## src/rtl/step_ctrl.sv

```systemverilog
// step_ctrl: debounced single-step / auto-repeat clock-enable generator.
//
// Purpose: turns a raw, bouncing step pushbutton and a raw run/step mode
// switch into a datapath clock enable. In free-run mode the enable is held
// high. In single-step mode a debounced press yields one enable cycle. A
// long hold then yields one more cycle per repeat interval.
//
// Ports:
//   clk        in   1  system clock (4.19 MHz PLL output)
//   rst        in   1  synchronous reset, active low
//   key_n      in   1  raw step pushbutton, asynchronous, low while pressed
//   run_sw     in   1  raw mode switch, asynchronous, 1 = free-run, 0 = step
//   step_ce    out  1  datapath clock enable (registered)
//   running    out  1  synchronized run mode (registered)
//   step_count out 16  single steps issued while in step mode (wraps)
module step_ctrl #(
  parameter int DEB_CYCLES    = 20000,
  parameter int HOLD_CYCLES   = 2095000,
  parameter int REPEAT_CYCLES = 419000
) (
  input  logic        clk,
  input  logic        rst,
  input  logic        key_n,
  input  logic        run_sw,
  output logic        step_ce,
  output logic        running,
  output logic [15:0] step_count
);

  // One shared counter, sized for the longest interval it has to time.
  localparam int MAX_AB  = (DEB_CYCLES > HOLD_CYCLES) ? DEB_CYCLES : HOLD_CYCLES;
  localparam int MAX_CYC = (MAX_AB > REPEAT_CYCLES) ? MAX_AB : REPEAT_CYCLES;
  localparam int CNT_W   = (MAX_CYC > 1) ? $clog2(MAX_CYC) : 1;

  localparam logic [CNT_W-1:0] DEB_LAST  = CNT_W'(DEB_CYCLES - 1);
  localparam logic [CNT_W-1:0] HOLD_LAST = CNT_W'(HOLD_CYCLES - 1);
  localparam logic [CNT_W-1:0] REP_LAST  = CNT_W'(REPEAT_CYCLES - 1);
  localparam logic [CNT_W-1:0] CNT_ZERO  = '0;
  localparam logic [CNT_W-1:0] CNT_ONE   = CNT_W'(1);

  typedef enum logic [2:0] {
    S_IDLE        = 3'd0,
    S_DEB_PRESS   = 3'd1,
    S_PRESSED     = 3'd2,
    S_REPEAT      = 3'd3,
    S_DEB_RELEASE = 3'd4
  } state_t;

  state_t             r_state;
  logic [CNT_W-1:0]   r_cnt;
  logic               r_key_s1;
  logic               r_key_s2;
  logic               r_run_s1;
  logic               r_run_s2;
  logic               r_step_ce;
  logic [15:0]        r_step_count;
  logic               w_key_low;
  logic               w_pulse;

  assign w_key_low = ~r_key_s2;

  // Step pulse condition: true on the edge where the FSM issues a step.
  always_comb begin
    w_pulse = 1'b0;
    case (r_state)
      S_DEB_PRESS: begin
        if (w_key_low && (r_cnt == DEB_LAST)) w_pulse = 1'b1;
        else                                  w_pulse = 1'b0;
      end
      S_PRESSED: begin
        if (w_key_low && (r_cnt == HOLD_LAST)) w_pulse = 1'b1;
        else                                   w_pulse = 1'b0;
      end
      S_REPEAT: begin
        if (w_key_low && (r_cnt == REP_LAST)) w_pulse = 1'b1;
        else                                  w_pulse = 1'b0;
      end
      default: w_pulse = 1'b0;
    endcase
  end

  // Synchronizers, key FSM, and registered outputs.
  always_ff @(posedge clk) begin
    if (!rst) begin
      r_key_s1     <= 1'b1;
      r_key_s2     <= 1'b1;
      r_run_s1     <= 1'b0;
      r_run_s2     <= 1'b0;
      r_state      <= S_IDLE;
      r_cnt        <= CNT_ZERO;
      r_step_ce    <= 1'b0;
      r_step_count <= 16'h0000;
    end else begin
      r_key_s1 <= key_n;
      r_key_s2 <= r_key_s1;
      r_run_s1 <= run_sw;
      r_run_s2 <= r_run_s1;

      // r_run_s1 is the value running takes next cycle, so step_ce and
      // running line up exactly; pulses during free-run are absorbed.
      r_step_ce <= r_run_s1 | w_pulse;
      if (w_pulse && !r_run_s1) begin
        r_step_count <= r_step_count + 16'd1;
      end

      case (r_state)
        S_IDLE: begin
          if (w_key_low) begin
            r_state <= S_DEB_PRESS;
            r_cnt   <= CNT_ZERO;
          end
        end
        S_DEB_PRESS: begin
          if (!w_key_low) begin
            r_state <= S_IDLE;
            r_cnt   <= CNT_ZERO;
          end else if (r_cnt == DEB_LAST) begin
            r_state <= S_PRESSED;
            r_cnt   <= CNT_ZERO;
          end else begin
            r_cnt <= r_cnt + CNT_ONE;
          end
        end
        S_PRESSED: begin
          if (!w_key_low) begin
            r_state <= S_DEB_RELEASE;
            r_cnt   <= CNT_ZERO;
          end else if (r_cnt == HOLD_LAST) begin
            r_state <= S_REPEAT;
            r_cnt   <= CNT_ZERO;
          end else begin
            r_cnt <= r_cnt + CNT_ONE;
          end
        end
        S_REPEAT: begin
          if (!w_key_low) begin
            r_state <= S_DEB_RELEASE;
            r_cnt   <= CNT_ZERO;
          end else if (r_cnt == REP_LAST) begin
            r_cnt <= CNT_ZERO;
          end else begin
            r_cnt <= r_cnt + CNT_ONE;
          end
        end
        S_DEB_RELEASE: begin
          // A low sample restarts the release timer; the release must be
          // clean for the full window before a new press is accepted.
          if (w_key_low) begin
            r_cnt <= CNT_ZERO;
          end else if (r_cnt == DEB_LAST) begin
            r_state <= S_IDLE;
            r_cnt   <= CNT_ZERO;
          end else begin
            r_cnt <= r_cnt + CNT_ONE;
          end
        end
        default: begin
          r_state <= S_IDLE;
          r_cnt   <= CNT_ZERO;
        end
      endcase
    end
  end

  assign step_ce    = r_step_ce;
  assign running    = r_run_s2;
  assign step_count = r_step_count;

endmodule

```

## config.mk

```make
export PLATFORM = sky130hd
export DESIGN_NAME = step_ctrl
export DESIGN_NICKNAME = d
export VERILOG_FILES = /design/src/rtl/step_ctrl.sv
export SDC_FILE = /design/constraint.sdc
export NUM_CORES = 1
export LEC_CHECK = 0
export BUFFER_PORTS_ARGS = -buffer_cell sky130_fd_sc_hd__buf_4
export CORE_MARGIN = 4
export CORE_UTILIZATION = 53
export CTS_CLUSTER_SIZE = 25
export DETAILED_ROUTE_END_ITERATION = 10
export GPL_TIMING_DRIVEN = 1
export PLACE_DENSITY = 0.85
export SLEW_MARGIN = 5
export SYNTH_ARGS = -nofsm -noshare
export SYNTH_HDL_FRONTEND = slang
export SYNTH_SLANG_ARGS = --single-unit
```

## constraint.sdc

```tcl
create_clock -name clk -period 2.6 [get_ports clk]
set_clock_uncertainty 0.05 [all_clocks]
set_input_delay 0 -clock clk [delete_from_list [all_inputs] [get_ports clk]]
set_output_delay 0 -clock clk [all_outputs]
set_load 0.01 [all_outputs]
```

======== After elaboration in Yosys (flattened, before gate mapping) ========
Cells that the tools add are included.
operators by class
  $add $sub $neg .......................... 2
  muxes and demuxes ....................... 22
  bitwise gates (word level) .............. 2
  equal/unequal tests ..................... 13
  reduce and logical (&&, ||, !) cells .... 7
operators with widths
  kind                     count
  $mux W21                 8
  $pmux W21 S5             1
  $mux W3                  8
  $add A21 B1 Y21 const B  1
  $eq A21 B15 Y1 const B   1
  $eq A21 B19 Y1 const B   1
  $eq A21 B21 Y1 const B   1
  $add A16 B1 Y16 const B  1
  $pmux W3 S5              1
  $ne A2 B2 Y1 const B     4
  $eq A3 B2 Y1 const B     2
  $ne A3 B3 Y1 const B     2
  $reduce_and A6 Y1        1
  $logic_and A1 B1 Y1      4
  $eq A3 B1 Y1 const B     1
  $eq A3 B3 Y1 const B     1
  $logic_not A3 Y1         1
  $mux W1                  3
  $pmux W1 S3              1
  $logic_not A1 Y1         1
  $not A1 Y1               1
  $or A1 B1 Y1             1
storage, ports and cells
  input bits .............................. 4
  flip-flop bits (word level) ............. 45
  logic and storage cells ................. 54

======== Longest topological paths before layout ========
  word-level depth ........................ 5
  mapped depth ............................ 8
  depth with buffers taken out ............ 7

======== Worst setup path after synthesis ========
No wires, ideal clock.
  path type ............................... register -> register
  start point ............................. reg r_cnt[15]
  end point ............................... reg r_step_count[11], in the netlist step_count[11]
  arrival time ............................ 2.655 ns
  period minus slack after synthesis ...... 2.820 ns
  stages on the path, launching flop included .. 9
  slack ................................... -0.220 ns
  setup time .............................. 0.115 ns
  required time ........................... 2.435 ns
  cells stage by stage .................... dfxtp_1 > buf_6 > or4_4 > or4_4 > or4b_4 > and2_4 > buf_6 > o31a_1 > o21a_1
on the way
  word-level cells in the longest chain between the ends .. 5
ends and longest elaborated chain
  what                                          line        text
  start, declared                               50          logic [CNT_W-1:0] r_cnt;
  start signal, assigned                        121         r_cnt <= r_cnt + CNT_ONE;
  start signal, assigned                        132         r_cnt <= r_cnt + CNT_ONE;
  start signal, assigned                        142         r_cnt <= r_cnt + CNT_ONE;
  $eq A21 B19 Y1, or another cell as far along  75          if (w_key_low && (r_cnt == REP_LAST)) w_pulse = 1'b1;
  $logic_and A1 B1 Y1 (on tied branches)        75, 67, 71
  $mux W1 (on tied branches)                    75, 67, 71
  $pmux W1 S3 *                                 65          case (r_state)
  $logic_and A1 B1 Y1 *                         102         if (w_pulse && !r_run_s1) begin
  end signal, assigned                          103         r_step_count <= r_step_count + 16'd1;
  end, declared                                 56          logic [15:0] r_step_count;
Mark *: on every way between the ends. The rest lies on a longest branch, timed or not.
A chain may end at the register's enable or synchronous reset.

======== Worst setup path in the final report ========
  start point ............................. reg r_cnt[8]
  end point ............................... reg r_step_count[9], in the netlist step_count[9]
Same word-level chain as after synthesis.

==> flow_metrics.tcl <==
set metrics [dict create \
    status "complete, but fails checks" \
    violations "setup timing" \
    period_share_pct 103.9 \
    grt_setup_unrepaired "yes" \
    start_util_pct 56.08 \
    worstSkewPairLatency_ps 310 \
    finalWeightedCongestion 0.8725 \
    io_pins 22 \
    synth_area_per_cell_sq_um 8.280 \
    setup-violations-final 9 \
    detail_route.iter0.violations 178 \
    synthFlopType "sky130_fd_sc_hd__dfxtp_1" \
    drtAntennaViolNets 0 \
    port_buffers 21 \
    min_path_type "input pin to register" \
    yosysTopAreaCell "sky130_fd_sc_hd__dfxtp_1" \
    remaining_drc_errors 0 \
    netlist_instances 301 \
    layout.cells.most_common "sky130_fd_sc_hd__buf_4" \
    cts_buffer_depth 2 \
    final_layout_size_suffix_gt1_share_pct 25.29 \
    antenna_found_initial 0 \
    area_of_the_core_region_sq_um 4444 \
    n_diodes 0 \
    dp_hpwl_microns 4470 \
    die_area_sq_um 5864 \
    fp.dieW_microns 76.58 \
    hp-start "run_sw" \
    grt_pass1_vias 2377 \
    grt_pass1_wl_microns 11010 \
    routed_wirelength_microns 6700 \
    netlist-cell-type-count 57 \
    globalRouteOverflowTotal 0 \
    avgRoutedWirePerCell_microns 17.09 \
    postSynth.asyncResetShare_pct 0 \
    core.rowCount 24 \
    leading_cell_types_in_the_layout_fill_and_taps_excluded "sky130_fd_sc_hd__buf_4 (47), sky130_fd_sc_hd__dfxtp_1 (44), sky130_fd_sc_hd__nor2_1 (33), sky130_fd_sc_hd__nand2_1 (31), sky130_fd_sc_hd__nand3_1 (18)" \
    syn2layout_area_growth_pct 20.73 \
    worst-endpoint-required_ps 2790 \
    critPathKind "register to register" \
    cts_root_buf "sky130_fd_sc_hd__clkbuf_8" \
    pin_count_of_the_biggest_net_entering_global_routing 24 \
    worst_r2r_startpoint "r_cnt[8]" \
    dr_vias 2467 \
    nNetsFinal 346 \
    final_period_minus_worst_setup_slack_ps 2700 \
    critical_path.startpoint "r_cnt[8]" \
    crit_path_dat_ps 2890 \
    cts-htree-levels 2 \
    number_of_flip_flops_and_latches_in_the_synthesized_netlist 45 \
    powerDensity_nw_per_um2 397.3 \
    cts-buffers-inserted 5 \
    path_max_fanout 5 \
    synth_enable_flop_cells 0 \
    timing.final.ws_setup_ps -100.2 \
    postLayoutCoreUtil_pct 67.71 \
    power.static_leakage_nw 1.018 \
    layout.filler_cells 351 \
    yosysWarnings 0 \
    drv_slew 0 \
    timing.max_slew.rel_slack_pct 48.42 \
    clock_tree_from_tritoncts "done" \
    critPathCaptureType "register" \
    drt_pre_antenna_iters 5 \
    clock_sink_count 45 \
    worstMarginPinSlew_ps 772.9 \
    synth_cell_area_sq_um 2492 \
    synth_seq_area_share_pct 36.14 \
    gr-usage-all-layers_pct 22.91 \
    ys_top_cells_by_area "sky130_fd_sc_hd__dfxtp_1 (36%), sky130_fd_sc_hd__nor2_1 (5.0%), sky130_fd_sc_hd__nand2_1 (4.8%)" \
    synth_top_cell_area_share_pct 36.14 \
    clkSlewWorstSetupHoldPaths_ps 90 \
    cp-start-kind "register" \
    max_freq_ghz 0.3703 \
    hold_slack_ps 407.8 \
    ir_drop_mv 0.2646 \
    hold_violations 0 \
    synth_nets 308 \
    die_y_microns 76.58 \
    timing.max_cap.violations 0 \
    via_to_cell_ratio 6.293 \
]
==> report_power, final <==
group | internal, mW | switching, mW
sequential | 0.692 | 0.00313
combinational | 0.0183 | 0.0280
clock | 0.215 | 0.238
==> state kept, by name, indices dropped and copies added, names as in the netlist <==
signal	count
r_key_s1	1
step_count	16
r_state	3
running	1
step_ce	1
r_key_s2	1
r_cnt	21
r_run_s1	1
==> final cells by class <==
cell class / count / area, sq um / share of cell area, %
Clock buffer: 6 / 82.58 / 2.744
Clock inverter: 2 / 13.76 / 0.4574
Inverter: 4 / 15.01 / 0.4990
Multi-Input combinational cell: 232 / 1538 / 51.10
Sequential cell: 45 / 902.1 / 29.98
Tap cell: 52 / 65.06 / 2.162
Timing Repair Buffer: 51 / 392.9 / 13.06
==> worst max-delay path, cell delays in order (launching register included) <==
cell,delay [ps]
sky130_fd_sc_hd__dfxtp_2,330
sky130_fd_sc_hd__or4_4,550
sky130_fd_sc_hd__or4_4,450
sky130_fd_sc_hd__or4b_4,520
sky130_fd_sc_hd__and2_4,200
sky130_fd_sc_hd__or4_1,410
sky130_fd_sc_hd__a21oi_1,130
==> Yosys cell counts (all sizes together), types with 5 or more instances <==
| master | n |
|---|---|
| nand2 | 32 |
| o21ai | 9 |
| xor2 | 8 |
| clkbuf | 14 |
| nand3 | 18 |
| or4 | 10 |
| nor2 | 33 |
| a21oi | 13 |
| nor4 | 6 |
| nand4 | 13 |
| xnor2 | 7 |
| buf | 5 |
| and2 | 7 |
| dfxtp | 45 |
| o31ai | 6 |
| a31oi | 5 |
| nor3 | 5 |
| nand3b | 6 |
==> cells by family (layout without fill, tap and decap cells) <==
logic type / count (synthesis) / after routing / synth area share, %
AND/OR/NAND/NOR: 159 / 160 / 36.60
AO/OA/AOI/OAI: 50 / 50 / 12.90
flip-flops: 45 / 45 / 36.14
buffers and inverters: 25 / 63 / 5.973
XOR/XNOR: 15 / 15 / 5.271
multiplexers: 4 / 4 / 1.606
adder cells (fa/ha/maj): 3 / 3 / 1.506
==> layer usage <==
metal  part of all wire (%)  vias up  track usage (%)  routed length [microns]
met1                     40     1180            26.12                     2686
met3                    6.4       16            4.728                      429
li1                       -     1168                -                        -
met5                      0        -                0                        0
met2                     51      103            41.04                     3436
met4                    2.2        0            9.964                      148
==> stage by stage <==
step | area, sq um | power, mW | std cells | setup slack, ps | setup TNS (ps)
6_report | 3009 | 1.196 | 392 | -100.2 | -314.9
5_1_grt | 3009 | 1.229 | 392 | -144.7 | -928.3
4_1_cts | 2978 | 1.198 | 392 | -51.31 | -131.2
3_5_place_dp | 2785 | 0.7514 | 378 | -111.6 | -286.0
3_3_place_gp | 2785 | 0.7505 | 378 | -34.52 | -34.84
2_1_floorplan | 2512 | 0.7361 | 301 | -88.53 | -208.0
==> final timing paths <==
path / cells past startpoint / endpoint / slack [ps]
worst min-delay path: 3 / r_run_s1 / 410
worst min register to register: 1 / r_key_s2 / 430
worst max register to register: 6 / step_count[9] / -100
worst max-delay path: 6 / step_count[9] / -100
==> repair_timing <==
action | 4_1_cts | 5_1_grt
hold endpoints to repair | 4 | 0
resized for setup | 8 | 8
cloned | 1 | 0
pin swaps | 3 | 4
buffers inserted | 1 | 0
hold buffers | 4 | 0
endpoints found under the setup margin | 9 | 28
No activity file was read; power rests on OpenSTA's default activity.
